### src/rtl/br_unit.sv
// rtl/br_unit.sv - LC-3 branch resolution and program counter stage
//
// Purpose:
//   Owns the PC register and resolves BR instructions with a three-state
//   sequencer (IDLE -> EVAL -> UPDATE). In IDLE the PC follows the fetch
//   increment / bus load requests; a branch request latches the cond and
//   offset9 fields, EVAL registers BEN from the condition codes, and UPDATE
//   redirects the PC when BEN is set while pulsing br_done for one cycle.
//
// Optional feature:
//   BR_STATS_EN - when defined, taken_cnt counts taken branches (saturating,
//                 cleared only by reset). When undefined taken_cnt is 0.
//
// Ports:
//   clk        in   1   system clock, rising edge
//   rst_n      in   1   synchronous active-low reset
//   NZP_val    in   3   registered condition codes {N,Z,P}
//   IR         in  16   current instruction (cond = [11:9], offset9 = [8:0])
//   BUS        in  16   datapath bus, PC load source
//   br_start   in   1   resolve a BR instruction (accepted in IDLE only)
//   pc_inc     in   1   fetch increment request (IDLE only)
//   pc_ld_bus  in   1   load PC from BUS, wins over pc_inc (IDLE only)
//   PC         out 16   program counter
//   BEN        out  1   registered branch enable
//   br_busy    out  1   sequencer not in IDLE
//   br_done    out  1   one-cycle completion pulse (UPDATE state)
//   taken_cnt  out 16   taken-branch count

module br_unit #(
    parameter logic [15:0] RESET_PC = 16'h3000
) (
    input  logic        clk,
    input  logic        rst_n,
    input  logic [2:0]  NZP_val,
    input  logic [15:0] IR,
    input  logic [15:0] BUS,
    input  logic        br_start,
    input  logic        pc_inc,
    input  logic        pc_ld_bus,
    output logic [15:0] PC,
    output logic        BEN,
    output logic        br_busy,
    output logic        br_done,
    output logic [15:0] taken_cnt
);

    typedef enum logic [1:0] {
        S_IDLE   = 2'd0,
        S_EVAL   = 2'd1,
        S_UPDATE = 2'd2
    } state_t;

    state_t      state_q;
    logic [15:0] pc_q;
    logic        ben_q;
    logic [2:0]  cond_q;
    logic [8:0]  offset_q;

    logic [15:0] pc_target_d;
    logic        unused_ir;

    // Opcode bits are decoded by the main control FSM, not here.
    assign unused_ir = ^IR[15:12];

    // Branch target: PC plus sign-extended offset9, wrapping at 16 bits.
    assign pc_target_d = pc_q + {{7{offset_q[8]}}, offset_q};

    always_ff @(posedge clk) begin
        if (!rst_n) begin
            state_q  <= S_IDLE;
            pc_q     <= RESET_PC;
            ben_q    <= 1'b0;
            cond_q   <= 3'b000;
            offset_q <= 9'd0;
        end else begin
            case (state_q)
                S_IDLE: begin
                    // PC requests are honoured even in the cycle a branch is
                    // accepted, so the target is based on the updated PC.
                    if (pc_ld_bus) begin
                        pc_q <= BUS;
                    end else if (pc_inc) begin
                        pc_q <= pc_q + 16'd1;
                    end
                    if (br_start) begin
                        cond_q   <= IR[11:9];
                        offset_q <= IR[8:0];
                        state_q  <= S_EVAL;
                    end
                end
                S_EVAL: begin
                    // Condition codes are only looked at here.
                    ben_q   <= |(cond_q & NZP_val);
                    state_q <= S_UPDATE;
                end
                S_UPDATE: begin
                    if (ben_q) begin
                        pc_q <= pc_target_d;
                    end
                    state_q <= S_IDLE;
                end
                default: begin
                    state_q <= S_IDLE;
                end
            endcase
        end
    end

`ifdef BR_STATS_EN
    logic [15:0] taken_cnt_q;

    always_ff @(posedge clk) begin
        if (!rst_n) begin
            taken_cnt_q <= 16'h0000;
        end else if ((state_q == S_UPDATE) && ben_q && (taken_cnt_q != 16'hFFFF)) begin
            taken_cnt_q <= taken_cnt_q + 16'd1;
        end
    end

    assign taken_cnt = taken_cnt_q;
`else
    assign taken_cnt = 16'h0000;
`endif

    assign PC      = pc_q;
    assign BEN     = ben_q;
    assign br_busy = (state_q != S_IDLE);
    assign br_done = (state_q == S_UPDATE);

endmodule

### config.mk
export PLATFORM = sky130hd
export DESIGN_NAME = br_unit
export DESIGN_NICKNAME = d
export VERILOG_FILES = /design/src/rtl/br_unit.sv
export SDC_FILE = /design/constraint.sdc
export NUM_CORES = 1
export LEC_CHECK = 0
export ABC_AREA = 1
export BUFFER_PORTS_ARGS = -buffer_cell sky130_fd_sc_hd__buf_2
export CORE_ASPECT_RATIO = 1.5
export CORE_MARGIN = 5
export CORE_UTILIZATION = 34
export DETAILED_ROUTE_END_ITERATION = 16
export GPL_TIMING_DRIVEN = 0
export HOLD_SLACK_MARGIN = 0.15
export PLACE_DENSITY_LB_ADDON = 0.12
export SLEW_MARGIN = 20
export SYNTH_ARGS = -nofsm -noshare
export SYNTH_HDL_FRONTEND = slang
export SYNTH_SLANG_ARGS = --single-unit
### constraint.sdc
create_clock -name clk -period 1.9 [get_ports clk]
set_input_delay 0.19 -clock clk [delete_from_list [all_inputs] [get_ports clk]]
set_output_delay 0.19 -clock clk [all_outputs]
set_load 0.02 [all_outputs]
==> results of run 1 <==
## worst max path at each step
stage | startpoint | endpoint | depth (start not counted)
global route | PC[0] | PC[14] | 11
global placement | PC[0] | PC[10] | 11
floorplan | PC[0] | PC[10] | 11
detailed placement | PC[0] | PC[10] | 11
CTS | PC[0] | PC[14] | 11
finish | PC[0] | PC[14] | 11
## worst min-delay path: stages
cell     delay [ns]
buf_2          0.07
o21ai_1        0.06
nor2_1         0.07
## flip-flops by register name, summed over array words and instances (netlist names)
name / cells
BEN: 1
offset_q: 9
cond_q: 3
state_q: 2
PC: 16
## synthesized netlist by cell type
cell type  count  area share
inv_4          1      0.0022
o21ai_4        1      0.0057
o211ai_1       3      0.0079
and2_1         2      0.0044
nor2_1        51       0.067
a221oi_1       1      0.0031
o21bai_2       1      0.0040
buf_2          5      0.0088
fa_1           1      0.0070
nand4_1        6       0.013
xnor2_1        2      0.0062
nand2_2        3      0.0066
ha_1          16       0.070
clkbuf_1       5      0.0066
dfxtp_1       31        0.22
inv_2          2      0.0026
a21oi_2        1      0.0031
o21bai_1       5       0.013
xor2_1         2      0.0062
a211oi_1       1      0.0026
buf_6          2      0.0079
a31oi_1        1      0.0022
nand3b_1       4       0.011
nand2_1      120        0.16
nor3_1         3      0.0053
nor2_4         3       0.012
nor3_2         1      0.0035
buf_4         16       0.042
o21ai_1       15       0.026
o21ai_0       36       0.063
nor2_2         3      0.0066
a21oi_1       27       0.047
nand3_1       38       0.067
conb_1         1      0.0013
inv_1         66       0.087
## where the power goes
| part | total (uW) | switching [uW] | internal (uW) |
|---|---|---|---|
| Clock | 809 | 320 | 489 |
| Sequential | 848 | 126 | 722 |
| Combinational | 860 | 513 | 347 |
## per-layer routing
| metal | vias to the layer above | track usage |
|---|---|---|
| li1 | 1651 | - |
| met1 | 1376 | 0.191 |
| met2 | 76 | 0.333 |
| met3 | 12 | 0.0352 |
| met4 | 0 | 0.0693 |
| met5 | - | 0 |
## logic make-up after synthesis
family,synth area share
and+or+nand+nor,0.354
AOI/OAI and AO/OA,0.179
adders and majority gates,0.0774
xor gates and xnor gates,0.0123
other,0.00132
buffers and inverters,0.157
DFF,0.218
## through the flow
step                hold slack [ns]  power [uW]  cells   util  setup TNS, ns
CTS                           0.150        2470    658  0.417              0
finish                        0.152        2520    659  0.437              0
global route                  0.162        2710    659  0.437        -0.0384
global placement              0.430        1640    650  0.397         -0.603
detailed placement            0.438        1640    650  0.397         -0.737
floorplan                     0.338        1400    491      -              0
## cell type report
class / count / area share
flip-flops and latches: 31 / 0.176
repair buffers: 53 / 0.0738
inverters: 69 / 0.0721
clock buffers: 5 / 0.0345
plain buffers: 28 / 0.0517
multi-input cells: 363 / 0.549
clock inverters: 3 / 0.00655
well taps: 107 / 0.0369
## timing repair
action / 4_1_cts / 5_1_grt
buffers inserted: 0 / 1
hold buffers: 0 / 0
endpoints found under the setup margin: 6 / 13
resized for setup: 7 / 30
pin swaps: 2 / 6
==> metrics.md, run 1 <==
| Metric | Value |
|---|---|
| Cell area reported after detailed placement | roughly 3300 um2 |
| Overall overflow remaining after global route | 0 |
| Arrival time of the worst setup path | a little over 2 ns |
| Final RePlAce weighted congestion | 0.834 |
| Family with the most delay on the worst path | simple AND/OR/NAND/NOR gates |
| Total area of multi-input combinational cells | roughly 2000 um2 |
| CP startpoint kind | register |
| WL met1 | 3.60 mm |
| Required time at the endpoint of the critical path | 2.11 ns |
| Period utilisation layout | 0.962 |
| Count of mapped cells out of synthesis | ~480 |
| Total of buffers placed on input and output ports | 52 |
| Actual slew at the worst max-slew pin | 0.550 ns |
| Category of the critical setup timing path | reg -> reg |
| Bufs on Longest Clock Path | 2 |
| Clock tree from TritonCTS | done |
| Status | completed |
| Worst ir drop on vdd | approximately 0.0004 V |
| Lkg Pwr | around 0.0018 uW |
| Hold_sp | IR[2] |
| GRT Total Usage | 0.177 |
| Number of failing setup endpoints in the final timing report | 0 |
| Flop2flop setup slack | slightly above 0.07 ns |
| Die Span X | approximately 85 um |
| Via density per instance | 4.73 |
| FF+latch count, synth | 31 |
| Critical path's slowest cell | fa_2 |
| Most frequent cells in the layout | nand2_1, inv_1, buf_2 |
| Die Span Y | between 100 and 150 um |
| Post-DRT Antenna Nets | 0 |
| Routed met3 length | roughly 420 um |
| Post-Place Setup Slack | -0.254 ns |
| Fin nets | approximately 610 |
| Fraction of layout cells with a size suffix above 1 | 0.239 |
| Clock slew at the register clock pins of the worst setup and hold paths | roughly 0.06 ns |
| Mean routed wirelength per cell | ~14 um |
| Full die area | between 10,000 and 15,000 um2 |
| Router iterations before antenna repair | 4 |
| Largest net degree at the start of global routing | 13 |
| Fraction of the yosys area taken by sequential cells | 0.218 |
| Total of warnings raised by yosys | 0 |
| Total power per unit cell area | 694 nW/um2 |
| Top-level I/O count | 75 |
| Clock tree sinks | 31 |
| Total clock buffers created by CTS | 5 |
| Area of the mapped netlist | ~2800 um2 |
| Minimum setup slack in the final design | just over 0.07 ns |
| Hold Fails Final Rpt | 0 |
| Critical path buffer and inverter count | 0 |
| HP Class | in -> reg |
| Signed area change from the synthesized netlist to the final layout | 27.5% |
| Total wire length | roughly 9.0 mm |
| Routed via count | 3,115 |
| Ordered list of cells on the worst path | ha_4 > fa_2 > nand3_1 > nand2_2 > nand2_2 > nand2_4 > nand2_1 > nand2_1 > nand2_1 > nand3_1 > a21oi_1 |
| WHS Endpoint | offset_q[2] |
| Worst relative slew slack | 0.634 |
| Most used cell along the critical path | nand2_1 |
| Top metal layer carrying routed signals | met4 |
| Worst clock skew | approximately 0.0066 ns |
| Endpoint kind of the worst setup timing path | register |
| Leading cell type in the layout, fill and taps excluded | nand2_1 |
| Worst R2R Start | PC[0] |
| Max capacitance violation total | 0 |
| Mapped Avg Cell Area | approximately 6 um2 |
| DRC violations left | 0 |
| Drt initial violations | between 100 and 150 |
| Finished Cell Area | 3630 um2 |
| Estimated wirelength of the detail-placed design | roughly 7.2 mm |
| Maximum fanout along the worst path | 5 |
| Std-Cell Core Area | roughly 8300 um2 |
| # H-tree levels | 2 |
| Setup repair after global routing missed its margin | yes |
| Clock insertion delay at the later pin of the skew report | between 0.2 and 0.3 ns |
| Worst reg2reg path depth | 11 |
| Area of all sequential standard cells | roughly 640 um2 |
| Diode count | 0 |
| Instance count along the most critical hold path | 3 |
| Fmax | ~0.55 GHz |
| Cell chosen for the clock root | clkbuf_16 |
| Final Critical Period | 1.83 ns |
| Initial core utilization | 0.342 |
| First-pass GRT wire length | 14.6 mm |
| Vias in the first global route | approximately 3.0k |
| Number of distinct standard cells referenced by the synthesized netlist | 35 |
| Num rows | slightly above 40 |
| Delay of the slowest cell on the worst path | around 0.37 ns |
| Critical R2R Capture | PC[14] |
| Filler instances | between 900 and 1k |
| Initial antenna violation count | 0 |
| Max Slew Vio Count | 0 |
| Met2 layer wire length in the routed design | just under 5 mm |
(Power assumes the default switching activity.)
==> inputs of run 2 (changes only) <==
--- a/config.mk
+++ b/config.mk
@@ -14,6 +14,7 @@
 export GPL_TIMING_DRIVEN = 0
 export HOLD_SLACK_MARGIN = 0.15
 export PLACE_DENSITY_LB_ADDON = 0.12
+export SKIP_LAST_GASP = 1
 export SLEW_MARGIN = 20
 export SYNTH_ARGS = -nofsm -noshare
 export SYNTH_HDL_FRONTEND = slang
==> constraint.sdc (replaced) <==
create_clock -name clk -period 1.7 [get_ports clk]
set_input_delay 0.17 -clock clk [delete_from_list [all_inputs] [get_ports clk]]
set_output_delay 0.17 -clock clk [all_outputs]
set_load 0.02 [all_outputs]
==> metrics.md, run 2 (synthesis results as in run 1) <==
| Metric | Value |
|---|---|
| Period utilisation layout | 0.999 |
| Family with the most delay on the worst path | simple AND/OR/NAND/NOR gates |
| Leading cell type in the layout, fill and taps excluded | nand2_1 |
| Critical path buffer and inverter count | 0 |
| Fraction of layout cells with a size suffix above 1 | 0.291 |
| Router iterations before antenna repair | 4 |
| Bufs on Longest Clock Path | 2 |
| Via density per instance | around 4.7 |
| Diode count | 0 |
| Number of failing setup endpoints in the final timing report | 0 |
| Max FFs per register | 16 |
| Die Span Y | 122 um |
| Total area of multi-input combinational cells | about 2100 um2 |
| Initial core utilization | 0.342 |
| Final Critical Period | 1.70 ns |
| Overall overflow remaining after global route | 0 |
| Top-level I/O count | 75 |
| Max capacitance violation total | 0 |
| Overall power | roughly 3000 uW |
| Hold Fails Final Rpt | 0 |
| Drt initial violations | approximately 110 |
| Max Slew Vio Count | 0 |
| Area of all sequential standard cells | 653 um2 |
| Clock tree sinks | 31 |
| Fmax | 0.589 GHz |
| Most frequent cells in the layout | nand2_1, inv_1, buf_2 |
| Ordered list of cells on the worst path | ha_4 > fa_2 > nand3_2 > nand2_4 > nand2_4 > nand2_4 > nand2_1 > nand2_1 > nand2_1 > nand3_1 > a21oi_1 |
| Post-DRT Antenna Nets | 0 |
| CP startpoint kind | register |
| Vias in the first global route | 2,989 |
| Full die area | slightly above 10,000 um2 |
| Delay of the slowest cell on the worst path | around 0.37 ns |
| Total power per unit cell area | approximately 770 nW/um2 |
| Cell chosen for the clock root | clkbuf_16 |
| Levels on crit path | 11 |
| Post-Place Setup Slack | -0.344 ns |
| Required time at the endpoint of the critical path | ~1.9 ns |
| Clock tree from TritonCTS | done |
| Num rows | just over 40 |
| Sum of negative setup slack | 0 ns |
| Clock slew at the register clock pins of the worst setup and hold paths | 0.05 ns |
| First-pass GRT wire length | ~15 mm |
| Filler instances | 906 |
| Largest net degree at the start of global routing | 11 |
| Placed cell count | between 600 and 700 |
| Total of buffers placed on input and output ports | 52 |
| GRT Total Usage | 0.180 |
| Endpoint kind of the worst setup timing path | register |
| Maximum fanout along the worst path | 5 |
| DRC violations left | 0 |
| Status | completed |
| Signed area change from the synthesized netlist to the final layout | 36.6% |
| Estimated wirelength of the detail-placed design | 7.26 mm |
| Arrival time of the worst setup path | around 1.9 ns |
| Setup repair after global routing missed its margin | yes |
| Worst clock skew | between 0.004 and 0.005 ns |
| HP Class | in -> reg |
| Category of the critical setup timing path | reg -> reg |
| Die Span X | around 85 um |
| Routed via count | roughly 3.2k |
| Critical path's slowest cell | fa_2 |
| Final cell count without fillers | 671 |
| Lkg Pwr | 0.00191 uW |
| Mean routed wirelength per cell | approximately 14 um |
| Worst ir drop on vdd | 0.000368 V |
| Total wire length | 9.37 mm |
| Initial antenna violation count | 0 |
| Instance count along the most critical hold path | 3 |
| Clock insertion delay at the later pin of the skew report | between 0.2 and 0.3 ns |
| Fin nets | just over 600 |
| Total clock buffers created by CTS | 5 |
| Final RePlAce weighted congestion | roughly 0.85 |
| # H-tree levels | 2 |
| Std-Cell Core Area | between 8000 and 9000 um2 |
| Worst reg2reg path depth | 11 |
| Minimum setup slack in the final design | approximately 0.0024 ns |
-- run 2: changes by cell type in the layout (fill, tap and decap cells not counted), sizes merged --
cell and change:
inv -1, clkbuf +3, buf +7, dlygate4sd3 +5, clkinvlp -2
-- run 2: metal layers --
layer	track usage	vias up	share of wire
met1	0.200	1410	0.40
met4	0.0426	0	0.014
met5	0	-	0
li1	-	1677	-
met3	0.0230	9	0.042
met2	0.354	73	0.54
-- run 2: worst min-delay path, cell delays in order --
cell	delay (ns)
buf_2	0.07
o21ai_0	0.07
nor2_1	0.08
-- run 2: timing repair --
action	CTS	global route
pin swaps	12	10
resized for setup	43	33
hold endpoints to repair	5	0
setup endpoints to repair	13	13
hold buffers	5	0
buffers inserted	6	2
-- run 2: path summary, 6_finish.rpt --
check                end       from  slack [ns]
min reg2reg    cond_q[1]  cond_q[1]        0.49
max reg2reg        PC[8]      PC[0]       0.002
max                PC[8]      PC[0]       0.002
min          offset_q[7]      IR[7]        0.15
-- run 2: cell type report --
| class | count | share of cell area |
|---|---|---|
| Sequential cell | 31 | 0.168 |
| Timing Repair Buffer | 65 | 0.0995 |
| Inverter | 69 | 0.0673 |
| Multi-Input combinational cell | 363 | 0.542 |
| Buffer | 28 | 0.0489 |
| Clock buffer | 8 | 0.0402 |
| Tap cell | 107 | 0.0344 |
-- run 2: through the flow --
| stage | util | hold slack (ns) | instance area, um2 |
|---|---|---|---|
| global route | 0.468 | 0.166 | 3890 |
| global placement | 0.397 | 0.410 | 3300 |
| floorplan | - | 0.318 | 2910 |
| finish | 0.468 | 0.151 | 3890 |
| detailed placement | 0.397 | 0.415 | 3300 |
| CTS | 0.452 | 0.151 | 3760 |
-- run 2: power by group --
| part | total (uW) | internal (uW) | switching (uW) |
|---|---|---|---|
| Combinational | 1080 | 452 | 627 |
| Sequential | 947 | 809 | 138 |
| Clock | 953 | 624 | 330 |
==> inputs of run 3 (changes only) <==
--- a/config.mk
+++ b/config.mk
@@ -6,11 +6,11 @@
 export NUM_CORES = 1
 export LEC_CHECK = 0
 export ABC_AREA = 1
-export BUFFER_PORTS_ARGS = -buffer_cell sky130_fd_sc_hd__buf_2
-export CORE_ASPECT_RATIO = 1.5
+export CORE_ASPECT_RATIO = 0.8
 export CORE_MARGIN = 5
 export CORE_UTILIZATION = 34
 export DETAILED_ROUTE_END_ITERATION = 16
+export DONT_BUFFER_PORTS = 1
 export GPL_TIMING_DRIVEN = 0
 export HOLD_SLACK_MARGIN = 0.15
 export PLACE_DENSITY_LB_ADDON = 0.12
==> metrics.md, run 3 (synthesis results as in run 1) <==
| Metric | Value |
|---|---|
| Status | finished with violations |
| Violations in the final reports | negative setup slack |
| Largest net degree at the start of global routing | 11 |
| Mean routed wirelength per cell | around 14 um |
| Setup repair after global routing missed its margin | yes |
| Clock tree sinks | 31 |
| Router iterations before antenna repair | 4 |
| Overall overflow remaining after global route | 0 |
| Post-Place Setup Slack | -0.355 ns |
| Num rows | 29 |
| Critical path buffer and inverter count | 0 |
| Lkg Pwr | ~0.0017 uW |
| Number of failing setup endpoints in the final timing report | 4 |
| Cell area reported after detailed placement | about 3000 um2 |
| Clock insertion delay at the later pin of the skew report | a little under 0.3 ns |
| Hold Fails Final Rpt | 0 |
| Total clock buffers created by CTS | 5 |
| Delay of the slowest cell on the worst path | 0.40 ns |
| Die Span Y | a little over 90 um |
| Ordered list of cells on the worst path | ha_4 > fa_2 > nand3_2 > nand2_4 > nand2_4 > nand2_4 > nand2_2 > nand2_2 > nand2_1 > nand3_2 > a21oi_2 |
| Fraction of layout cells with a size suffix above 1 | 0.228 |
| Switching fraction of total power | 0.380 |
| Top-level I/O count | 75 |
| DRC violations left | 0 |
| Maximum fanout along the worst path | 7 |
| Leading cell type in the layout, fill and taps excluded | nand2_1 |
| Family with the most delay on the worst path | simple AND/OR/NAND/NOR gates |
| Worst ir drop on vdd | 0.000362 V |
| Full die area | approximately 10,000 um2 |
| # H-tree levels | 2 |
| Combinational cell fraction of total power | 0.346 |
| Post-DRT Antenna Nets | 0 |
| GRT Total Usage | 0.167 |
| Arrival time of the worst setup path | approximately 2 ns |
| CP startpoint kind | register |
| Category of the critical setup timing path | reg -> reg |
| Drt initial violations | between 200 and 250 |
| Die Span X | 112 um |
| Fmax | between 0.5 and 0.6 GHz |
| Critical path's slowest cell | dfxtp_4 |
| First-pass GRT wire length | ~14 mm |
| Final RePlAce weighted congestion | between 0.8 and 0.9 |
| HP Class | in -> reg |
| Required time at the endpoint of the critical path | between 1.5 and 2 ns |
| Estimated wirelength of the detail-placed design | approximately 7 mm |
| Max capacitance violation total | 0 |
| Total power per unit cell area | 737 nW/um2 |
| Vias in the first global route | about 2.7k |
| Diode count | 0 |
| Period utilisation layout | 1.03 |
| Actual slew at the worst max-slew pin | approximately 0.52 ns |
| Clock slew at the register clock pins of the worst setup and hold paths | 0.07 ns |
| Cell chosen for the clock root | clkbuf_8 |
| Routed via count | 3,013 |
| Bufs on Longest Clock Path | 2 |
| Clock group share of total power | 0.280 |
| Finished Cell Area | 3690 um2 |
| Via density per instance | approximately 4.8 |
| Clock tree from TritonCTS | done |
| Minimum setup slack in the final design | -0.0593 ns |
| Initial antenna violation count | 0 |
| Design internal power | 1690 uW |
| Signed area change from the synthesized netlist to the final layout | 29.8% |
| Endpoint kind of the worst setup timing path | register |
| Max Slew Vio Count | 0 |
| Most used cell along the critical path | nand2_4 |
| Worst relative slew slack | 0.652 |
| Total wire length | just under 9 mm |
| Worst clock skew | just over 0.008 ns |
| Max FFs per register | 16 |
| Net Switching | ~1000 uW |
| Fin nets | approximately 580 |
| Most frequent cells in the layout | nand2_1, inv_1, nor2_1 |
| Final Critical Period | approximately 1.8 ns |
| Std-Cell Core Area | roughly 8000 um2 |
| Min Hold Slack | around 0.15 ns |
| Total of buffers placed on input and output ports | 0 |
| Proportion of power drawn by flip-flops and latches | 0.374 |
| Initial core utilization | 0.353 |
-- run 3: cell type report --
cell class / count / area [um2]
flip-flops and latches: 31 / 671
clock inverters: 2 / 35.0
multi-input cells: 363 / 2120
plain buffers: 28 / 188
inverters: 69 / 262
repair buffers: 22 / 204
fillers: 876 / 4360
well taps: 108 / 135
clock buffers: 6 / 82.6
-- run 3: metrics by stage --
stage / util / power, uW / TNS, ns / cells
2_1_floorplan: - / 1560 / 0 / 491
3_3_place_gp: 0.378 / 1750 / -2.93 / 599
3_5_place_dp: 0.378 / 1760 / -3.04 / 599
4_1_cts: 0.430 / 2620 / -0.508 / 623
5_1_grt: 0.458 / 2910 / -1.03 / 629
6_report: 0.458 / 2720 / -0.121 / 629
-- run 3: what timing repair did --
action | CTS | global route
endpoints found under the hold margin | 14 | 0
endpoints found under the setup margin | 14 | 12
buffers inserted | 2 | 6
pin swaps | 10 | 14
resized for setup | 40 | 44
hold buffers | 14 | 0
-- run 3: path summary, 6_finish.rpt --
check / from / to / slack [ns] / depth (start not counted)
setup / recovery: PC[0] / PC[8] / -0.06 / 11
hold / removal: NZP_val[0] / BEN / 0.15 / 2
setup reg to reg: PC[0] / PC[8] / -0.06 / 11
hold reg to reg: cond_q[0] / cond_q[0] / 0.49 / 2
-- run 3: per-layer routing --
| metal | vias to the layer above | global-route usage | share of wire |
|---|---|---|---|
| li1 | 1591 | - | - |
| met1 | 1354 | 0.243 | 0.50 |
| met2 | 61 | 0.252 | 0.43 |
| met3 | 7 | 0.0362 | 0.056 |
| met4 | 0 | 0.0370 | 0.0064 |
| met5 | - | 0 | 0 |
-- run 3: power groups by stage --
stage	combinational (uW)	clock, uW	sequential [uW]
detailed placement	754	0	1010
CTS	829	785	1010
global placement	743	0	1010
finish	942	761	1020
floorplan	611	0	953
global route	1060	811	1040
